### src/rtl/trig_seq_pkg.sv
// Shared definitions for the trigger sequencer.
// Holds the register map, the mode register bit positions and the FSM state type.
package trig_seq_pkg;

    // Register addresses on the wa bus
    localparam logic [1:0] REG_PERIOD = 2'd0;
    localparam logic [1:0] REG_DELAY  = 2'd1;
    localparam logic [1:0] REG_MODE   = 2'd2;
    localparam logic [1:0] REG_WIDTH  = 2'd3;

    // Bit positions inside the mode register
    localparam int MODE_EXT_EN  = 0;
    localparam int MODE_EXT_POL = 1;
    localparam int MODE_SOFT    = 2;
    localparam int MODE_OVR_CLR = 3;

    typedef enum logic [1:0] {
        IDLE  = 2'd0,
        DELAY = 2'd1,
        PULSE = 2'd2
    } state_t;

endpackage

### src/rtl/trig_in_sync.sv
// External trigger input conditioning.
// Brings the asynchronous trigger pin into the pclk domain through three flops,
// applies the polarity selection before the first flop, and flags the rising
// edge of the polarity-corrected signal.
//
// Ports:
//   pclk     pixel clock
//   rst      synchronous active-high reset
//   ext_in   asynchronous trigger pin
//   ext_pol  1 = falling edge of the pin is the active edge
//   ext_en   enables the event output
//   ext_evt  one-cycle event on each active edge
module trig_in_sync (
    input  logic pclk,
    input  logic rst,
    input  logic ext_in,
    input  logic ext_pol,
    input  logic ext_en,
    output logic ext_evt
);

    logic s0;
    logic s1;
    logic s2;

    // Synchroniser chain; s0/s1 resolve metastability, s2 is the edge history
    always_ff @(posedge pclk) begin
        if (rst) begin
            s0 <= 1'b0;
            s1 <= 1'b0;
            s2 <= 1'b0;
        end else begin
            s0 <= ext_in ^ ext_pol;
            s1 <= s0;
            s2 <= s1;
        end
    end

    // Only a fresh rising edge counts, so a held level produces a single event
    assign ext_evt = ext_en & s1 & ~s2;

endmodule

### src/rtl/trig_sequencer.sv
// Trigger sequencer feeding the sensor readout controller.
// Merges an external pin trigger, an internal period generator and a software
// one-shot into one event stream. Each accepted event is delayed by a
// programmable number of cycles and then produces a trig_out pulse of
// programmable width. Events arriving while a trigger is in flight are dropped
// and counted in a saturating overrun counter.
//
// Ports:
//   pclk         pixel clock, the only clock
//   rst          synchronous active-high reset
//   wen/wa/wd    register write port (0 period, 1 delay, 2 mode, 3 width)
//   ext_in       asynchronous external trigger pin
//   trig_out     registered trigger pulse
//   busy         high while a trigger is in flight (DELAY or PULSE)
//   event_irq    one-cycle pulse on each accepted event
//   overrun_cnt  saturating count of dropped events
module trig_sequencer
    import trig_seq_pkg::*;
#(
    parameter int CNT_W = 32,
    parameter int OVR_W = 8
) (
    input  logic             pclk,
    input  logic             rst,
    input  logic             wen,
    input  logic [1:0]       wa,
    input  logic [CNT_W-1:0] wd,
    input  logic             ext_in,
    output logic             trig_out,
    output logic             busy,
    output logic             event_irq,
    output logic [OVR_W-1:0] overrun_cnt
);

    logic [CNT_W-1:0] period_reg;
    logic [CNT_W-1:0] delay_reg;
    logic [CNT_W-1:0] width_reg;
    logic             ext_en;
    logic             ext_pol;
    logic             soft_shot;
    logic             ovr_clr;

    logic [CNT_W-1:0] pcnt;
    logic [CNT_W-1:0] dcnt;
    logic [CNT_W-1:0] wcnt;
    logic [CNT_W-1:0] width_load;
    logic             per_active;
    logic             per_evt;
    logic             ext_evt;
    logic             evt;
    logic             overrun;
    state_t           state;

    // Register file; soft-shot and overrun-clear are one-cycle strobes
    always_ff @(posedge pclk) begin
        if (rst) begin
            period_reg <= '0;
            delay_reg  <= '0;
            width_reg  <= '0;
            ext_en     <= 1'b0;
            ext_pol    <= 1'b0;
            soft_shot  <= 1'b0;
            ovr_clr    <= 1'b0;
        end else begin
            soft_shot <= 1'b0;
            ovr_clr   <= 1'b0;
            if (wen) begin
                case (wa)
                    REG_PERIOD: period_reg <= wd;
                    REG_DELAY:  delay_reg  <= wd;
                    REG_MODE: begin
                        ext_en    <= wd[MODE_EXT_EN];
                        ext_pol   <= wd[MODE_EXT_POL];
                        soft_shot <= wd[MODE_SOFT];
                        ovr_clr   <= wd[MODE_OVR_CLR];
                    end
                    REG_WIDTH:  width_reg  <= wd;
                    default: ;
                endcase
            end
        end
    end

    trig_in_sync u_sync (
        .pclk    (pclk),
        .rst     (rst),
        .ext_in  (ext_in),
        .ext_pol (ext_pol),
        .ext_en  (ext_en),
        .ext_evt (ext_evt)
    );

    // Period generator: fires on the last count so events are exactly period apart
    assign per_active = (period_reg > CNT_W'(1));
    assign per_evt    = per_active && (pcnt == period_reg - CNT_W'(1));

    always_ff @(posedge pclk) begin
        if (rst) begin
            pcnt <= '0;
        end else if ((wen && wa == REG_PERIOD) || !per_active || per_evt) begin
            pcnt <= '0;
        end else begin
            pcnt <= pcnt + CNT_W'(1);
        end
    end

    assign evt        = ext_evt | per_evt | soft_shot;
    assign event_irq  = (state == IDLE) & evt;
    assign overrun    = (state != IDLE) & evt;
    assign width_load = (width_reg == '0) ? CNT_W'(1) : width_reg;

    // Sequencer FSM. The pulse width is captured at acceptance so a width write
    // during the delay phase only affects the following event.
    always_ff @(posedge pclk) begin
        if (rst) begin
            state    <= IDLE;
            dcnt     <= '0;
            wcnt     <= '0;
            trig_out <= 1'b0;
            busy     <= 1'b0;
        end else begin
            case (state)
                IDLE: begin
                    if (evt) begin
                        dcnt <= delay_reg;
                        wcnt <= width_load;
                        busy <= 1'b1;
                        if (delay_reg == '0) begin
                            state    <= PULSE;
                            trig_out <= 1'b1;
                        end else begin
                            state <= DELAY;
                        end
                    end
                end
                DELAY: begin
                    dcnt <= dcnt - CNT_W'(1);
                    if (dcnt == CNT_W'(1)) begin
                        state    <= PULSE;
                        trig_out <= 1'b1;
                    end
                end
                PULSE: begin
                    wcnt <= wcnt - CNT_W'(1);
                    if (wcnt == CNT_W'(1)) begin
                        state    <= IDLE;
                        trig_out <= 1'b0;
                        busy     <= 1'b0;
                    end
                end
                default: begin
                    state    <= IDLE;
                    trig_out <= 1'b0;
                    busy     <= 1'b0;
                end
            endcase
        end
    end

    // Overrun counter; a clear strobe beats a coincident overrun
    always_ff @(posedge pclk) begin
        if (rst) begin
            overrun_cnt <= '0;
        end else if (ovr_clr) begin
            overrun_cnt <= '0;
        end else if (overrun && overrun_cnt != '1) begin
            overrun_cnt <= overrun_cnt + OVR_W'(1);
        end
    end

endmodule

### config.mk
export PLATFORM = sky130hd
export DESIGN_NAME = trig_sequencer
export DESIGN_NICKNAME = d
export VERILOG_FILES = /design/src/rtl/trig_seq_pkg.sv /design/src/rtl/trig_in_sync.sv /design/src/rtl/trig_sequencer.sv
export SDC_FILE = /design/constraint.sdc
export NUM_CORES = 1
export LEC_CHECK = 0
export ABC_AREA = 1
export BUFFER_PORTS_ARGS = -buffer_cell sky130_fd_sc_hd__buf_2
export CAP_MARGIN = 20
export CORE_ASPECT_RATIO = 1.5
export CORE_MARGIN = 1.5
export CORE_UTILIZATION = 40
export DETAILED_ROUTE_END_ITERATION = 12
export PLACE_DENSITY_LB_ADDON = 0.05
export SLEW_MARGIN = 20
export SYNTH_ARGS = -nofsm -noshare
export SYNTH_HDL_FRONTEND = slang
export SYNTH_HIERARCHICAL = 1
export SYNTH_SLANG_ARGS = --single-unit
export TNS_END_PERCENT = 50
### constraint.sdc
create_clock -name pclk -period 4.3 [get_ports pclk]
set_input_delay 0.43 -clock pclk [delete_from_list [all_inputs] [get_ports pclk]]
set_output_delay 0.43 -clock pclk [all_outputs]
set_load 0.05 [all_outputs]
==> results.ini <==
[outcome]
status=finished, final reports clean

[pwr]
p_sw_share_pct=30.0
power.density_mw_per_mm2=403
p_leak_nw=5.54
p_comb_share_pct=18.6
p_switching_mw=1.57
p_seq_share_pct=40.4
ir_drop_v=0.000321
p_int_mw=3.66
clock_power_share_pct=41.0

[sta]
period_minus_slack_ps=3870
clock_skew_ps=10.2
tightestPinTransition_ps=923
finalSetupTns_ps=0
finalMaxSlewViolations=0
setup_violations=0
rsz0062_at_grt=false
relSlewSlack_pct=38.3
finalCritPeriodShare_pct=90.0
hold_viol=0
clock.fmax_mhz=258

[worst_setup_path]
r2r_slack_ps=1020
startpoint_type=register
reg2regPathDepth=19
critPathKind=reg -> out
cp_max_fo=28
r2r_start=period_reg[0]
critPathCaptureType=primary output
crit_required_ps=3870
arrival_ps=3440
rr_endpoint=wcnt[4]

[flow_run]
cap_violations=0

[synth]
synth_common_cells=328 x nand2_1, 300 x nor2_1, 211 x dfxtp_1, 185 x inv_1, 163 x o21ai_0
syn_avg_cell_area_sq_um=6.54
syn_nets=1828
ys_types=50
async_flop_share_pct=0
ys_seq_elements=211
synth_area_sq_mm=0.0116
synth_flop_cell=dfxtp_1
yosysWarnings=6
ys_top_cells_by_area=dfxtp_1 36%, nand2_1 11%, nor2_1 9.7%
synth_most_common_cell=nand2_1
synth_edf_count=0
yosysTopAreaCellShare_pct=36.3
syn_inst=1782
ys_seq_area_share_pct=36.3
yosys.area.top_type=dfxtp_1

[global_routing]
track_usage_pct=24.7
grt_pass1_wl_mm=58.5
grt_pass1_vias=11115
grt_antenna_before_repair=2
grt_max_degree=65
overflow=0

[routing]
wl_mm=36.5
drt_iter0_drc=453
vias=11287
drc=0
first_pass_iters=5
drtAntennaViolNets=0
viasPerCell=5.12
routedWlPerCell_microns=16.5

[clock_tree]
cts_hold_buf=0
cts.sinks=211
cts_tree=built
cts_setup_buffers=0
cts.clk_slew.worst_paths_ps=60
cts_buffers=23
htreeDepth=1
clk_latency_ps=520
postCtsResizedCells=0
clk_path_buf_depth=3
cts_root_buffer=clkbuf_16

[floorplanning]
die_h_microns=212
die_area_sq_mm=0.0302
rows=76
start_util_pct=40.6
io_pins=49
dieWidth_microns=142
core-area_sq_mm=0.0287

[cells_and_area]
drive_gt1_share_pct=8.82
multi_input_area_sq_mm=0.00638
seq_area_sq_mm=0.00422
fill_cells=3139
syn_to_final_growth_pct=11.5
instances_no_fill=2206
final_cell_area_sq_mm=0.0130
final_nets=1844
post-route-util_pct=45.2

[place]
postPlaceCellArea_sq_mm=0.0122
hpwl_mm=27.7
dpl.cell_count=2163
gp_congestion=0.898
io_buffer_count=48

[min_path]
min_from=wd[12]
hold_end=delay_reg[12]
hold_class=in -> reg
hold_depth=3

worst max path at each step:
stage / start / end / slack (ps)
floorplan: period_reg[0] / event_irq / 1720
global placement: period_reg[0] / event_irq / 1050
detailed placement: period_reg[0] / event_irq / 940
CTS: period_reg[0] / event_irq / 380
global route: period_reg[0] / event_irq / 120
finish: period_reg[0] / event_irq / 430
area by class of cell:
type	count	area share (%)
multi-input cells	1305	49.2
repair buffers	61	2.60
diodes	2	0.0386
well taps	390	3.76
clock buffers	31	5.05
flip-flops and latches	211	32.5
clock inverters	10	1.18
inverters	196	5.67
cells by family after synthesis:
group,count (synthesis),synth area share (%)
and+or+nand+nor,880,33.0
buffers and inverters,266,9.01
xor gates and xnor gates,61,4.71
AOI/OAI and AO/OA,356,16.2
adders and majority gates,8,0.859
DFF,211,36.3
routing by layer:
metal / GRT usage [%] / wire length (microns) / vias up
met5: 0 / 0 / -
met4: 8.96 / 1210 / 0
met3: 2.21 / 1030 / 62
met2: 47.5 / 19100 / 193
met1: 28.1 / 15100 / 5190
li1: - / - / 5842
cell usage in the layout, fill, tap and decap left out, drive strengths merged, types with 17 or more instances in the layout:
master,n
xor2,43
inv,191
xnor2,17
nor2,315
nand2,349
nor4,27
buf,61
o21ai,168
nand4,25
nand3,102
dfxtp,211
a21oi,157
clkbuf,31
nor3,39
power by group through the flow:
stage / Clock, mW / Sequential [mW] / Combinational [mW]
after detailed placement: 0 / 2.15 / 0.975
final: 2.15 / 2.11 / 0.974
after global placement: 0 / 2.16 / 0.974
after floorplan: 0 / 2.13 / 0.728
after global routing: 2.26 / 2.12 / 1.11
after CTS: 2.20 / 2.11 / 0.979
worst max-delay path: stages, from the launching register on:
cell	delay, ps
dfxtp_1	330
inv_2	100
ha_1	260
nand2_2	150
nor2_2	200
nand2_1	110
inv_2	100
nand3_1	100
nand3_1	90
nand2_1	60
nor2_1	110
nand3_1	80
nor2_1	120
nand2_2	120
nand2_4	150
nand2_4	240
inv_2	280
buf_2	310
through the flow:
step                      power [mW]  hold WS [ps]  setup WS [ps]
after floorplan                 2.85           388           1720
after global placement          3.13           411           1050
after detailed placement        3.13           410            942
after CTS                       5.29           177            383
after global routing            5.49           200            124
final                           5.23           190            428
Note: power is estimated with default switching activity, not from simulation.
